**src/rtl/pipeline_ctrl.sv**
```systemverilog
// Pipeline occupancy and stall/flush controller: tracks per-stage valid bits and
// produces per-stage advance/flush enables in lockstep or elastic mode.
module pipeline_ctrl #(
  parameter int NSTAGE  = 5,
  parameter int ELASTIC = 0,
  parameter int CNT_W   = 32,
  localparam int SW     = $clog2(NSTAGE)
) (
  input  logic              clk,
  input  logic              rst,
  input  logic              in_valid,
  output logic              in_ready,
  input  logic [NSTAGE-1:0] stage_done,
  input  logic [NSTAGE-1:0] stage_hold,
  input  logic              redirect_valid,
  input  logic [SW-1:0]     redirect_stage,
  output logic [NSTAGE-1:0] valid,
  output logic [NSTAGE-1:0] advance,
  output logic [NSTAGE-1:0] flush,
  output logic              retire,
  output logic [CNT_W-1:0]  stall_cnt,
  output logic [CNT_W-1:0]  flush_cnt
);

  // Saturating increment shared by both performance counters.
  function automatic logic [CNT_W-1:0] sat_inc(input logic [CNT_W-1:0] v, input logic en);
    if (en && !(&v)) begin
      return v + CNT_W'(1);
    end else begin
      return v;
    end
  endfunction

  logic [NSTAGE-1:0] valid_r;
  logic [CNT_W-1:0]  stall_cnt_r;
  logic [CNT_W-1:0]  flush_cnt_r;
  logic [31:0]       rstage_s;
  logic              redirect_eff_s;
  logic [NSTAGE-1:0] kill_s;
  logic [NSTAGE-1:0] hold_eff_s;
  logic              hold_acc_s;
  logic [NSTAGE-1:0] ok_s;
  logic              all_ok_s;
  logic [NSTAGE-1:0] adv_s;
  logic [NSTAGE-1:0] redirect_bubble_s;
  logic              in_ready_s;
  logic              accept_s;
  logic [NSTAGE-1:0] feed_s;
  logic [NSTAGE-1:0] valid_nxt_s;
  logic              stall_s;
  logic              flush_any_s;

  assign rstage_s       = 32'(redirect_stage);
  assign redirect_eff_s = redirect_valid && (rstage_s >= 32'd1) && (rstage_s <= 32'(NSTAGE - 1));

  // Kill mask below the resolving stage, and holds propagated down toward fetch.
  always_comb begin
    kill_s     = '0;
    hold_eff_s = '0;
    hold_acc_s = 1'b0;
    for (int i = 0; i < NSTAGE; i++) begin
      if (redirect_eff_s && (32'(i) < rstage_s)) begin
        kill_s[i] = 1'b1;
      end else begin
        kill_s[i] = 1'b0;
      end
    end
    for (int i = NSTAGE - 1; i >= 0; i--) begin
      hold_acc_s    = hold_acc_s | (stage_hold[i] & valid_r[i] & ~kill_s[i]);
      hold_eff_s[i] = hold_acc_s;
    end
  end

  assign ok_s     = valid_r & stage_done & ~hold_eff_s & ~kill_s;
  assign all_ok_s = &(~valid_r | stage_done | kill_s);
  // Topmost killed stage (r-1): it must hand a bubble to the resolving stage.
  assign redirect_bubble_s = kill_s & ~(kill_s >> 1);

  // Advance enables: lockstep AND in global mode, backpressure chain in elastic mode.
  always_comb begin
    adv_s = '0;
    if (ELASTIC != 0) begin
      adv_s[NSTAGE-1] = ok_s[NSTAGE-1];
      for (int i = NSTAGE - 2; i >= 0; i--) begin
        adv_s[i] = ok_s[i] & (~valid_r[i+1] | adv_s[i+1]);
      end
    end else begin
      adv_s = ok_s & {NSTAGE{all_ok_s}};
    end
    adv_s = adv_s & ~redirect_bubble_s;
  end

  assign in_ready_s = ~rst & ~redirect_eff_s & ~hold_eff_s[0] & (~valid_r[0] | adv_s[0])
                    & ((ELASTIC != 0) | all_ok_s);
  assign accept_s   = in_valid & in_ready_s;
  assign feed_s     = {adv_s[NSTAGE-2:0], accept_s};

  // Next occupancy: kill beats fill, fill beats drain, otherwise hold.
  always_comb begin
    valid_nxt_s = valid_r;
    for (int i = 0; i < NSTAGE; i++) begin
      if (kill_s[i]) begin
        valid_nxt_s[i] = 1'b0;
      end else if (feed_s[i]) begin
        valid_nxt_s[i] = 1'b1;
      end else if (adv_s[i]) begin
        valid_nxt_s[i] = 1'b0;
      end else begin
        valid_nxt_s[i] = valid_r[i];
      end
    end
  end

  assign stall_s     = |(valid_r & stage_done & ~kill_s & ~adv_s);
  assign flush_any_s = |(kill_s & valid_r);

  // Occupancy and performance counter registers.
  always_ff @(posedge clk) begin
    if (rst) begin
      valid_r     <= '0;
      stall_cnt_r <= '0;
      flush_cnt_r <= '0;
    end else begin
      valid_r     <= valid_nxt_s;
      stall_cnt_r <= sat_inc(stall_cnt_r, stall_s);
      flush_cnt_r <= sat_inc(flush_cnt_r, flush_any_s);
    end
  end

  assign valid     = valid_r;
  assign advance   = adv_s;
  assign flush     = kill_s & valid_r;
  assign retire    = adv_s[NSTAGE-1];
  assign in_ready  = in_ready_s;
  assign stall_cnt = stall_cnt_r;
  assign flush_cnt = flush_cnt_r;

endmodule

```
**config.mk**
```make
export PLATFORM = sky130hd
export DESIGN_NAME = pipeline_ctrl
export DESIGN_NICKNAME = d
export VERILOG_FILES = /design/src/rtl/pipeline_ctrl.sv
export SDC_FILE = /design/constraint.sdc
export NUM_CORES = 1
export LEC_CHECK = 0
export ABC_CLOCK_PERIOD_IN_PS = 4200
export CORE_AREA = 2 2 107 109
export CTS_BUF_LIST = sky130_fd_sc_hd__clkbuf_8
export DETAILED_ROUTE_END_ITERATION = 8
export DIE_AREA = 0 0 109 111
export DONT_BUFFER_PORTS = 1
export GPL_ROUTABILITY_DRIVEN = 1
export GPL_TIMING_DRIVEN = 0
export PLACE_DENSITY = 0.52
export SETUP_SLACK_MARGIN = 0.15
export SLEW_MARGIN = 20
export SYNTH_ARGS = -nofsm -noshare
export SYNTH_HDL_FRONTEND = slang
export SYNTH_SLANG_ARGS = --single-unit
```
**constraint.sdc**
```tcl
create_clock -name clk -period 4.2 [get_ports clk]
set_input_delay 1.26 -clock clk [delete_from_list [all_inputs] [get_ports clk]]
set_output_delay 1.26 -clock clk [all_outputs]
set_load 0.02 [all_outputs]
```
==> results by group <==
Outcome
  – Run status: finished clean

STA
  – Max Freq: between 200 and 250 MHz
  – Max transition margin: 43.6%
  – Final Hold Viols: 0
  – Fin crit share: about 98%
  – Final setup viols: 0
  – Max Slew Vio Count: 0
  – RSZ-0062 raised after global routing: yes
  – Min Clock Period, post-route: between 4 and 5 ns
  – Tightest Pin Transition: 0.846 ns
  – Clock skew: 0.0103 ns
  – Worst Setup Slack, final: approximately 0.067 ns

Synthesis
  – Ys flop type: dfxtp_1
  – Synthesized net count: 478
  – Count of state elements after synthesis: about 70
  – Asr flop ratio synth: 0%
  – Count of different cell masters after synthesis: 62
  – Most common cell in the synthesized netlist: dfxtp_1
  – Mapped Avg Cell Area: 8.24 µm²
  – Share of the synthesized area in the top cell type: 36.5%
  – Mapped Cells: between 400 and 500
  – Ranking of synthesized cells by area: dfxtp_1 37%, nand3_1 5.3%, nor2_1 4.9%
  – Largest area contributor in the netlist: dfxtp_1
  – Seq/Total Area, Yosys: 36.5%
  – Yosys warnings: 0
  – Number of flops mapped to enable cells by yosys: 0
  – Post-synthesis cell area: between 0.003 and 0.004 mm²
  – Synth cell count leaders: 69 x dfxtp_1, 49 x nor2_1, 40 x nand3_1

Critical path
  – Worst Reg-to-Reg Cells: 7
  – Reg2reg start: stall_cnt[13]
  – CP Data Arrival Time: around 2.9 ns
  – CP Max Fanout: 5
  – Startpoint types: primary input
  – Critical Path Sink Type: output port
  – CP Class: in2out
  – Reg2Reg Capture Point: stall_cnt[16]
  – Critical Path RT: 2.94 ns
  – R2R setup slack: about 1.3 ns

Cells and area
  – Final nets: about 500
  – Layout area overhead: 12.8%
  – Final instance area: approximately 0.0043 mm²
  – Layout cell share with drive strength beyond 1: a little over an eighth
  – Layout Utilization: between 30% and 40%
  – # diodes: 0

Global routing
  – Largest net degree at the start of global routing: 12
  – Total Routing Usage GR: a little under a fifth
  – First-pass GRT wire length: around 17000 µm
  – Initial antenna violation count: 0
  – Grt total ovfl: 0
  – Vias in the first global route: between 3000 and 4000

Route
  – Vias per inst: 5.64
  – Drt wl/cell: approximately 17 µm
  – Antenna viol nets, final: 0
  – Final wirelength: between 10000 and 15000 µm
  – Via count: about 3500
  – Drt pass-1 iters: 4
  – Post-route DRC: 0
  – Initial DRC count: 170

Power and ir drop
  – Power Density: about 290 mW/mm²
  – VDD IR max: 0.000120 V
  – P_leak: approximately 1.4 nW

Floorplan
  – Num ports: 98
  – Rows: 39
  – Die area: ~0.012 mm²
  – Chip height: roughly 110 µm
  – Initial Util: about 34%
  – Chip width: between 100 and 150 µm
  – Core outline area: 0.0111 mm²

Clock tree
  – H-tree depth: 3
  – Clock sink count: 69
  – Post-CTS Hold Fix Bufs: 0
  – Root Buffer: clkbuf_8
  – TritonCTS Buffers: 9
  – Clk slew on worst S/H paths: roughly 0.07 ns
  – CTS tree: done
  – Longest Clk Path Bufs: 2
  – Clk Latency, worst-skew pair: ~0.35 ns

Job
  – Max Cap Violations: 0

Placement
  – HPWL after DPL: a little under 8000 µm
  – Pre-CTS setup slack: -0.105 ns
  – Port Buf Inserts: 0
  – Post-DP Area: between 0.003 and 0.004 mm²
  – Final RePlAce weighted congestion: about 0.85

Hold path
  – Hold path startpoint: stall_cnt[29]
  – Worst hold path type: reg2reg
  – Endpoint, Worst Hold: stall_cnt[29]
  – Hold path depth: 2
## report_power, final
| part | internal (mW) | switching, mW |
|---|---|---|
| logic | 0.0284 | 0.0551 |
| clock network | 0.223 | 0.257 |
| registers | 0.656 | 0.00771 |
| total | 0.908 | 0.319 |
## timing repair
action                                 CTS  global route
endpoints found under the hold margin    0             0
pin swaps                                5             3
setup buffers                            6             2
setup endpoints to repair                5             5
resized for setup                        7             8
## critical path: stages
cell and delay, ns:
nand4bb_1 0.19, buf_6 0.16, a32o_2 0.29, a31oi_4 0.17, nand3_2 0.09, a311o_1 0.34, buf_6 0.15, nor3_4 0.24
## logic make-up after synthesis
kind of cell | synth area share, %
compound gates | 16.1
other cells | 0.0992
xor+xnor | 6.25
flops | 36.5
mux | 1.79
buf+inv | 4.33
simple gates | 34.2
fa+ha+maj | 0.662
## worst max path at each step
| stage | start | endpoint | slack (ns) | cells after the start |
|---|---|---|---|---|
| 3_5_place_dp | redirect_stage[0] | in_ready | -0.10 | 7 |
| 6_report | redirect_stage[0] | in_ready | 0.07 | 8 |
| 4_1_cts | redirect_stage[0] | advance[0] | -0.001 | 7 |
| 2_1_floorplan | redirect_stage[0] | advance[0] | 0.08 | 7 |
| 5_1_grt | redirect_stage[0] | in_ready | 0.007 | 8 |
| 3_3_place_gp | redirect_stage[0] | advance[0] | -0.06 | 7 |
## cell usage in the layout, fill, tap and decap left out, types with 6 or more instances in the layout
master,n
inv_1,8
o21ai_0,15
xor2_1,12
nor2_1,49
nand3_1,39
mux2_2,6
nand4_1,8
o31ai_1,16
or4_1,18
and3_1,12
nor2b_1,7
nor3_1,14
or3_1,12
dfxtp_1,69
and2_1,6
xnor2_1,15
a21oi_1,33
nand2_1,33
buf_4,12
clkbuf_1,10
and4_1,7
clkbuf_8,10
## layer usage
metal,GRT usage (%),share of wire [%],vias to the layer above
met5,0,0,-
met1,22.6,44,1682
li1,-,-,1726
met4,6.24,1.1,0
met2,29.2,47,109
met3,6.53,8.2,9
## sequential cells by signal (all words and copies together), names as in the netlist
register	cells
flush_cnt	32
stall_cnt	32
valid	5
## per-stage QoR
step                      TNS [ns]  power (mW)  hold WS, ns  std cells
after global routing             0        1.28        0.614        625
after detailed placement    -0.229       0.753        0.584        602
after CTS                 -0.00103        1.24        0.596        623
after global placement      -0.130       0.753        0.576        602
final                            0        1.23        0.598        625
after floorplan                  0       0.734        0.559        459
## final cells by class
type | count | area [µm²]
clock buffers | 10 | 138
flip-flops and latches | 69 | 1380
multi-input cells | 359 | 2310
clock inverters | 5 | 27.5
plain buffers | 22 | 134
inverters | 9 | 36.3
fillers | 1143 | 6810
well taps | 143 | 179
repair buffers | 8 | 63.8
No activity file was read; power rests on OpenSTA's default activity.
